<file path="src/rtl/gear_pkg.sv">
// Shared gear/reject code constants and controller state encoding for the
// transmission selector and the physics datapath that consumes current_gear.
package gear_pkg;

    localparam logic [3:0] GEAR_P = 4'd3;
    localparam logic [3:0] GEAR_R = 4'd6;
    localparam logic [3:0] GEAR_N = 4'd9;
    localparam logic [3:0] GEAR_D = 4'd12;

    localparam logic [2:0] REJ_NONE      = 3'd0;
    localparam logic [2:0] REJ_LIMIT     = 3'd1;
    localparam logic [2:0] REJ_NO_BRAKE  = 3'd2;
    localparam logic [2:0] REJ_SPEED     = 3'd3;
    localparam logic [2:0] REJ_NO_ENGINE = 3'd4;
    localparam logic [2:0] REJ_BUSY      = 3'd5;
    localparam logic [2:0] REJ_CONFLICT  = 3'd6;

    typedef enum logic [2:0] {
        ST_PARK,
        ST_REV,
        ST_NEUT,
        ST_DRIVE,
        ST_SHIFT
    } gear_state_t;

    // SHIFT presents neutral to the driveline while the dwell runs
    function automatic logic [3:0] state_gear(input gear_state_t s);
        case (s)
            ST_PARK:  return GEAR_P;
            ST_REV:   return GEAR_R;
            ST_DRIVE: return GEAR_D;
            default:  return GEAR_N;
        endcase
    endfunction

    function automatic gear_state_t gear_state(input logic [3:0] g);
        case (g)
            GEAR_P:  return ST_PARK;
            GEAR_R:  return ST_REV;
            GEAR_D:  return ST_DRIVE;
            default: return ST_NEUT;
        endcase
    endfunction

endpackage

</file>
<file path="src/rtl/shift_interlock.sv">
// Combinational shift request arbiter: decides whether a request from the
// given gear may proceed, which gear it targets, and why it is refused.
module shift_interlock
    import gear_pkg::*;
#(
    parameter int SPEED_TOL = 0
) (
    input  logic [3:0] gear,
    input  logic       shift_up,
    input  logic       shift_down,
    input  logic       busy,
    input  logic [7:0] speed,
    input  logic       brake,
    input  logic       engine_on,
    output logic       allow,
    output logic [3:0] next_target,
    output logic [2:0] reject_code
);

    localparam logic [7:0] TOL = 8'(SPEED_TOL);

    logic speed_ok;
    assign speed_ok = (speed <= TOL);

    // Precedence: engine, conflict, busy, limit, speed, brake
    always_comb begin
        allow       = 1'b0;
        next_target = gear;
        reject_code = REJ_NONE;
        if (shift_up | shift_down) begin
            if (!engine_on) begin
                reject_code = REJ_NO_ENGINE;
            end else if (shift_up & shift_down) begin
                reject_code = REJ_CONFLICT;
            end else if (busy) begin
                reject_code = REJ_BUSY;
            end else begin
                case (gear)
                    GEAR_P: begin
                        if (shift_down) begin
                            reject_code = REJ_LIMIT;
                        end else begin
                            next_target = GEAR_R;
                            if (!speed_ok)   reject_code = REJ_SPEED;
                            else if (!brake) reject_code = REJ_NO_BRAKE;
                            else             allow = 1'b1;
                        end
                    end
                    GEAR_R: begin
                        if (shift_up) begin
                            next_target = GEAR_N;
                            allow       = 1'b1;
                        end else begin
                            next_target = GEAR_P;
                            if (!speed_ok) reject_code = REJ_SPEED;
                            else           allow = 1'b1;
                        end
                    end
                    GEAR_N: begin
                        if (shift_up) begin
                            next_target = GEAR_D;
                            allow       = 1'b1;
                        end else begin
                            next_target = GEAR_R;
                            if (!speed_ok)   reject_code = REJ_SPEED;
                            else if (!brake) reject_code = REJ_NO_BRAKE;
                            else             allow = 1'b1;
                        end
                    end
                    GEAR_D: begin
                        if (shift_up) begin
                            reject_code = REJ_LIMIT;
                        end else begin
                            next_target = GEAR_N;
                            allow       = 1'b1;
                        end
                    end
                    default: reject_code = REJ_LIMIT;
                endcase
            end
        end
    end

endmodule

</file>
<file path="src/rtl/gear_shift_ctrl.sv">
// Transmission selector FSM with timed neutral dwell and reject reporting.
// Optional GEAR_AUTO_PARK_EN: force PARK when the engine is off at standstill.
//
// state    | meaning
// PARK     | steady, gear 3
// REV      | steady, gear 6
// NEUT     | steady, gear 9
// DRIVE    | steady, gear 12
// SHIFT    | dwell in neutral toward registered target
module gear_shift_ctrl
    import gear_pkg::*;
#(
    parameter int DWELL_TICKS = 3,
    parameter int SPEED_TOL   = 0
) (
    input  logic       clk,
    input  logic       rst,
    input  logic       engine_on,
    input  logic       tick_speed,
    input  logic       shift_up,
    input  logic       shift_down,
    input  logic       is_brake_normal,
    input  logic       is_brake_hard,
    input  logic [7:0] speed,
    output logic [3:0] current_gear,
    output logic       shift_busy,
    output logic       shift_reject,
    output logic [2:0] reject_code
);

    localparam logic [3:0] DWELL_LAST = 4'(DWELL_TICKS - 1);

    gear_state_t state, state_nx;
    logic [3:0]  target, target_nx;
    logic [3:0]  dwell_cnt, dwell_cnt_nx;
    logic [3:0]  gear_nx;
    logic        busy_nx, rej_nx;
    logic [2:0]  code_nx;

    logic        req_allow, chk_allow;
    logic [3:0]  req_target, chk_target;
    logic [2:0]  req_code, chk_code;
    logic [3:0]  chk_from;
    logic        chk_up;

    shift_interlock #(.SPEED_TOL(SPEED_TOL)) u_req (
        .gear        (current_gear),
        .shift_up    (shift_up),
        .shift_down  (shift_down),
        .busy        (state == ST_SHIFT),
        .speed       (speed),
        .brake       (is_brake_normal | is_brake_hard),
        .engine_on   (engine_on),
        .allow       (req_allow),
        .next_target (req_target),
        .reject_code (req_code)
    );

    // Completion re-check replays the move into the target with the brake
    // forced, so only the speed rule can fail (R->P, N->R, N->D).
    assign chk_up   = (target == GEAR_D);
    assign chk_from = (target == GEAR_P) ? GEAR_R : GEAR_N;

    shift_interlock #(.SPEED_TOL(SPEED_TOL)) u_chk (
        .gear        (chk_from),
        .shift_up    (chk_up),
        .shift_down  (!chk_up),
        .busy        (1'b0),
        .speed       (speed),
        .brake       (1'b1),
        .engine_on   (1'b1),
        .allow       (chk_allow),
        .next_target (chk_target),
        .reject_code (chk_code)
    );

    always_ff @(posedge clk or posedge rst) begin
        if (rst) begin
            state        <= ST_PARK;
            target       <= GEAR_P;
            dwell_cnt    <= 4'd0;
            current_gear <= GEAR_P;
            shift_busy   <= 1'b0;
            shift_reject <= 1'b0;
            reject_code  <= REJ_NONE;
        end else begin
            state        <= state_nx;
            target       <= target_nx;
            dwell_cnt    <= dwell_cnt_nx;
            current_gear <= gear_nx;
            shift_busy   <= busy_nx;
            shift_reject <= rej_nx;
            reject_code  <= code_nx;
        end
    end

    always_comb begin
        state_nx     = state;
        target_nx    = target;
        dwell_cnt_nx = dwell_cnt;
        rej_nx       = 1'b0;
        code_nx      = reject_code;
        if (req_code != REJ_NONE) begin
            rej_nx  = 1'b1;
            code_nx = req_code;
        end
        if (state == ST_SHIFT) begin
            if (!engine_on) begin
                state_nx = ST_NEUT;
            end else if (tick_speed) begin
                if (dwell_cnt == DWELL_LAST) begin
                    if (chk_allow) begin
                        state_nx = gear_state(chk_target);
                    end else begin
                        state_nx = ST_NEUT;
                        // a same-cycle BUSY reject outranks the speed failure
                        if (!rej_nx) begin
                            rej_nx  = 1'b1;
                            code_nx = chk_code;
                        end
                    end
                end else begin
                    dwell_cnt_nx = dwell_cnt + 4'd1;
                end
            end
        end else begin
            if (req_allow) begin
                if (req_target == GEAR_N) begin
                    state_nx = ST_NEUT;
                end else begin
                    state_nx     = ST_SHIFT;
                    target_nx    = req_target;
                    dwell_cnt_nx = 4'd0;
                end
            end
`ifdef GEAR_AUTO_PARK_EN
            if (!engine_on && (speed <= 8'(SPEED_TOL)) && (state != ST_PARK))
                state_nx = ST_PARK;
`endif
        end
        gear_nx = state_gear(state_nx);
        busy_nx = (state_nx == ST_SHIFT);
    end

endmodule

</file>
<file path="config.mk">
export PLATFORM = sky130hd
export DESIGN_NAME = gear_shift_ctrl
export DESIGN_NICKNAME = d
export VERILOG_FILES = /design/src/rtl/gear_pkg.sv /design/src/rtl/shift_interlock.sv /design/src/rtl/gear_shift_ctrl.sv
export SDC_FILE = /design/constraint.sdc
export NUM_CORES = 1
export LEC_CHECK = 0
export CAP_MARGIN = 20
export CELL_PAD_IN_SITES_DETAIL_PLACEMENT = 1
export CELL_PAD_IN_SITES_GLOBAL_PLACEMENT = 1
export CORE_MARGIN = 2
export CORE_UTILIZATION = 42
export DETAILED_ROUTE_END_ITERATION = 10
export PLACE_DENSITY_LB_ADDON = 0.05
export SLEW_MARGIN = 0
export SYNTH_ARGS = -nofsm -noshare
export SYNTH_HDL_FRONTEND = slang
export SYNTH_SLANG_ARGS = --single-unit
export TNS_END_PERCENT = 5
</file>
<file path="constraint.sdc">
create_clock -name clk -period 3.6 [get_ports clk]
set_input_delay 0.72 -clock clk [delete_from_list [all_inputs] [get_ports clk]]
set_output_delay 0.72 -clock clk [all_outputs]
set_load 0.01 [all_outputs]
</file>
==> impl_results.rst <==
.. list-table::
   :header-rows: 1

   * - Metric
     - Value
   * - Fillers
     - 361
   * - Minimum setup slack among reg-to-reg paths
     - 850 ps
   * - Required time at the endpoint of the critical path
     - 3780 ps
   * - First-pass GRT wire length
     - 6.09 mm
   * - Startpoint type of the worst setup path
     - input pin
   * - Cell class contributing the biggest share of worst-path delay
     - compound AO/OA/AOI/OAI gates
   * - Worst min path class
     - reg -> reg
   * - Antenna diodes
     - 0
   * - Total Die Area
     - 3640 sq um
   * - Setup slack of the critical path after layout
     - 684 ps
   * - Bufs and invs on worst path
     - 1
   * - Dominant register cell in the synthesized netlist
     - sky130_fd_sc_hd__dfrtp_1
   * - Via total after detailed routing
     - 1270
   * - Worst reg2reg path depth
     - 6
   * - Total routing usage reported by global routing
     - 23.0%
   * - Syn Std Cell Area
     - 1330 sq um
   * - Slew Viols, Final
     - 0
   * - CTS sink count
     - 20
   * - Effective utilization at floorplan
     - 44.0%
   * - Fraction of the cycle the final worst path needs
     - 81.0%
   * - Vert. Die Dim
     - 60.3 um
   * - CTS Buffer Depth
     - 2
   * - Sum of routed wire length over all layers
     - 3.66 mm
   * - Number of instances in the synthesized netlist
     - 149
   * - Initial detailed-routing violation count
     - 49
   * - Port buffer count
     - 24
   * - Die Span X
     - 60.3 um
   * - Overall power
     - 1.01 mW
   * - Post-placement setup slack
     - 407 ps
   * - Element type at the critical path end
     - flop
   * - Aggregate negative setup slack
     - 0 ps
   * - Global placer's final weighted congestion
     - 0.830
   * - Data arrival time of the critical path
     - 3100 ps
   * - Number of hold buffers added after cts
     - 0
   * - Max-cap violations
     - 0
   * - P per Cell Area
     - 610 nW/um^2
   * - Commonest non-fill, non-tap cell in the layout
     - sky130_fd_sc_hd__clkdlybuf4s50_1
   * - Clock skew
     - 14.1 ps
   * - TritonCTS clock tree
     - yes
   * - Via count of the first global-routing pass
     - 1289
   * - Run status
     - finished, final reports clean
   * - 1st-pass router iterations
     - 4
   * - Final count of hold timing violations
     - 0
   * - Total I/O pin count
     - 25
   * - Remaining global-route overflow
     - 0
   * - Worst rel slew slack
     - 49.5%
   * - Detailed-route vias per instance
     - 5.88
   * - Nets@finish
     - 191
   * - Average instance area after synthesis
     - 8.94 sq um
   * - Flop and latch count out of synthesis
     - 20
   * - Pin count of the biggest net entering global routing
     - 21
   * - Cell-by-cell trace of the critical path
     - clkdlybuf4s50_1 -> xnor2_1 -> nor2_1 -> nand2_1 -> a211o_1 -> a222oi_1 -> o22ai_1
   * - Cell variety after synth
     - 52
   * - Clock network latency to the later pin of the worst-skew pair
     - 300 ps
   * - Count of endpoints failing setup in the final report
     - 0
   * - Terminus of the critical flop-to-flop path
     - dwell_cnt[1]
   * - Number of buffers created by CTS
     - 3
   * - Clock-pin slew on the worst setup and hold paths
     - 120 ps
   * - Routed wirelength normalized by instance count
     - 16.9 um
   * - Fraction of final layout cells with drive strength greater than 1
     - 12.2%
   * - Clock root buffer
     - sky130_fd_sc_hd__clkbuf_4
   * - Hold path cells
     - 1
   * - Post-detailed-placement half-perimeter wirelength
     - 2.84 mm
   * - Final Instance Count excl. Fillers
     - 216
   * - Area overhead of the layout relative to synthesis
     - 24.7%
   * - Max FO, Critical Path
     - 14
   * - Async set-reset flop share out of synthesis
     - 100%
   * - Tightest hold margin
     - 516 ps
   * - Seq/Total Area, Yosys
     - 37.9%
   * - Nets in the synthesized netlist
     - 167
   * - Unrepaired setup endpoints after global routing
     - no
   * - Hold Path End
     - current_gear[1]
   * - Synthesis warning total
     - 0
   * - Pin slew with the least headroom to its limit
     - 756 ps
   * - Slowest cell on crit path
     - sky130_fd_sc_hd__clkdlybuf4s50_1
   * - Initial antenna violation count
     - 0
   * - Maximum level of the CTS H-tree
     - 1
   * - Maximum resistive drop on vdd
     - 308 uV
   * - Post-CTS setup buffer count
     - 0
   * - Crit path largest cell delay
     - 680 ps
   * - Maximum clock frequency
     - 343 MHz
   * - Most frequent cells in the layout
     - 24 x sky130_fd_sc_hd__clkdlybuf4s50_1, 16 x sky130_fd_sc_hd__dfrtp_1, 15 x sky130_fd_sc_hd__o21ai_0, 10 x sky130_fd_sc_hd__nor2_1
   * - Antenna Nets Post-Route
     - 0
   * - Floorplan Core Area
     - 3030 sq um
   * - Static Leakage
     - 0.682 nW
   * - Number of design rule violations left after detail routing
     - 0
   * - Row count
     - 20
   * - Number of resized instances in the post-cts repair step
     - 0
   * - Placed cell count
     - 212
   * - Number of flops mapped to enable cells by yosys
     - 0
   * - Hold path start
     - state[1]
   * - Min cycle time layout
     - 2920 ps
   * - Classification of the worst setup path
     - in -> reg
   * - Startpoint of the lowest-slack register-to-register path
     - current_gear[0]
## worst max path at each step
| stage | endpoint | start | cells past startpoint | slack (ps) |
|---|---|---|---|---|
| 6_report | dwell_cnt[1] | shift_down | 7 | 680 |
| 5_1_grt | dwell_cnt[1] | shift_down | 7 | 440 |
| 4_1_cts | dwell_cnt[1] | speed[4] | 7 | 730 |
| 3_5_place_dp | dwell_cnt[1] | speed[4] | 7 | 410 |
| 3_3_place_gp | dwell_cnt[1] | speed[4] | 7 | 450 |
| 2_1_floorplan | dwell_cnt[1] | speed[4] | 6 | 1090 |
## layout make-up
class	count	area, sq um	area share, %
inverters	7	26.3	1.58
multi-input cells	116	774	46.6
well taps	44	55.1	3.31
clock buffers	3	22.5	1.36
clock inverters	1	30.0	1.81
flip-flops and latches	20	505	30.4
repair buffers	25	248	14.9
## flip-flops by register name, summed over array words and instances (netlist names)
register / cells
target: 4
shift_busy: 1
state: 3
reject_code: 3
current_gear: 4
dwell_cnt: 4
shift_reject: 1
## report_power, final
part | switching (mW) | internal (mW)
registers | 0.0705 | 0.306
clock network | 0.0681 | 0.113
logic | 0.242 | 0.215
total | 0.381 | 0.633
## kinds of logic (layout without fill, tap and decap cells)
group           Yosys count  count (layout)  synth area share [%]
fa+ha+maj                 3               3                  2.63
flops                    20              20                  37.9
compound gates           48              48                  24.3
mux                       1               1                 0.751
simple gates             61              61                  28.5
xor+xnor                  3               3                  1.97
buf+inv                  13              36                  3.94
## worst reg2reg max path: stages (launching register included)
cell and delay, ps:
sky130_fd_sc_hd__dfstp_2 610, sky130_fd_sc_hd__nor2b_1 520, sky130_fd_sc_hd__o221a_2 360, sky130_fd_sc_hd__nand2_1 100
sky130_fd_sc_hd__a211o_1 480, sky130_fd_sc_hd__a222oi_1 440, sky130_fd_sc_hd__o22ai_1 140
## Yosys cell counts, drive strengths merged (4+ instances only)
master	instances	area [sq um]
a21oi	8	40.0
dfrtp	16	400
dfstp	4	105
inv	7	26.3
nand2	8	30.0
nor2	12	63.8
nor2b	6	37.5
nor3b	6	50.1
o21ai	15	75.1
## through the flow
step / utilization [%] / instance area [sq um]
after floorplan: - / 1330
after global placement: 53.1 / 1610
after detailed placement: 53.1 / 1610
after CTS: 54.9 / 1660
after global routing: 54.9 / 1660
final: 54.9 / 1660
## layer usage
layer  wire [um]  track usage (%)  up-vias  share of wire (%)
met3         131             3.03        7                3.6
met1        1720             31.4      623                 47
li1            -                -      605                  -
met4          65             8.57        0                1.8
met2        1750             37.3       35                 48
met5           0                0        -                  0
Power figures use the tool's default switching activity.
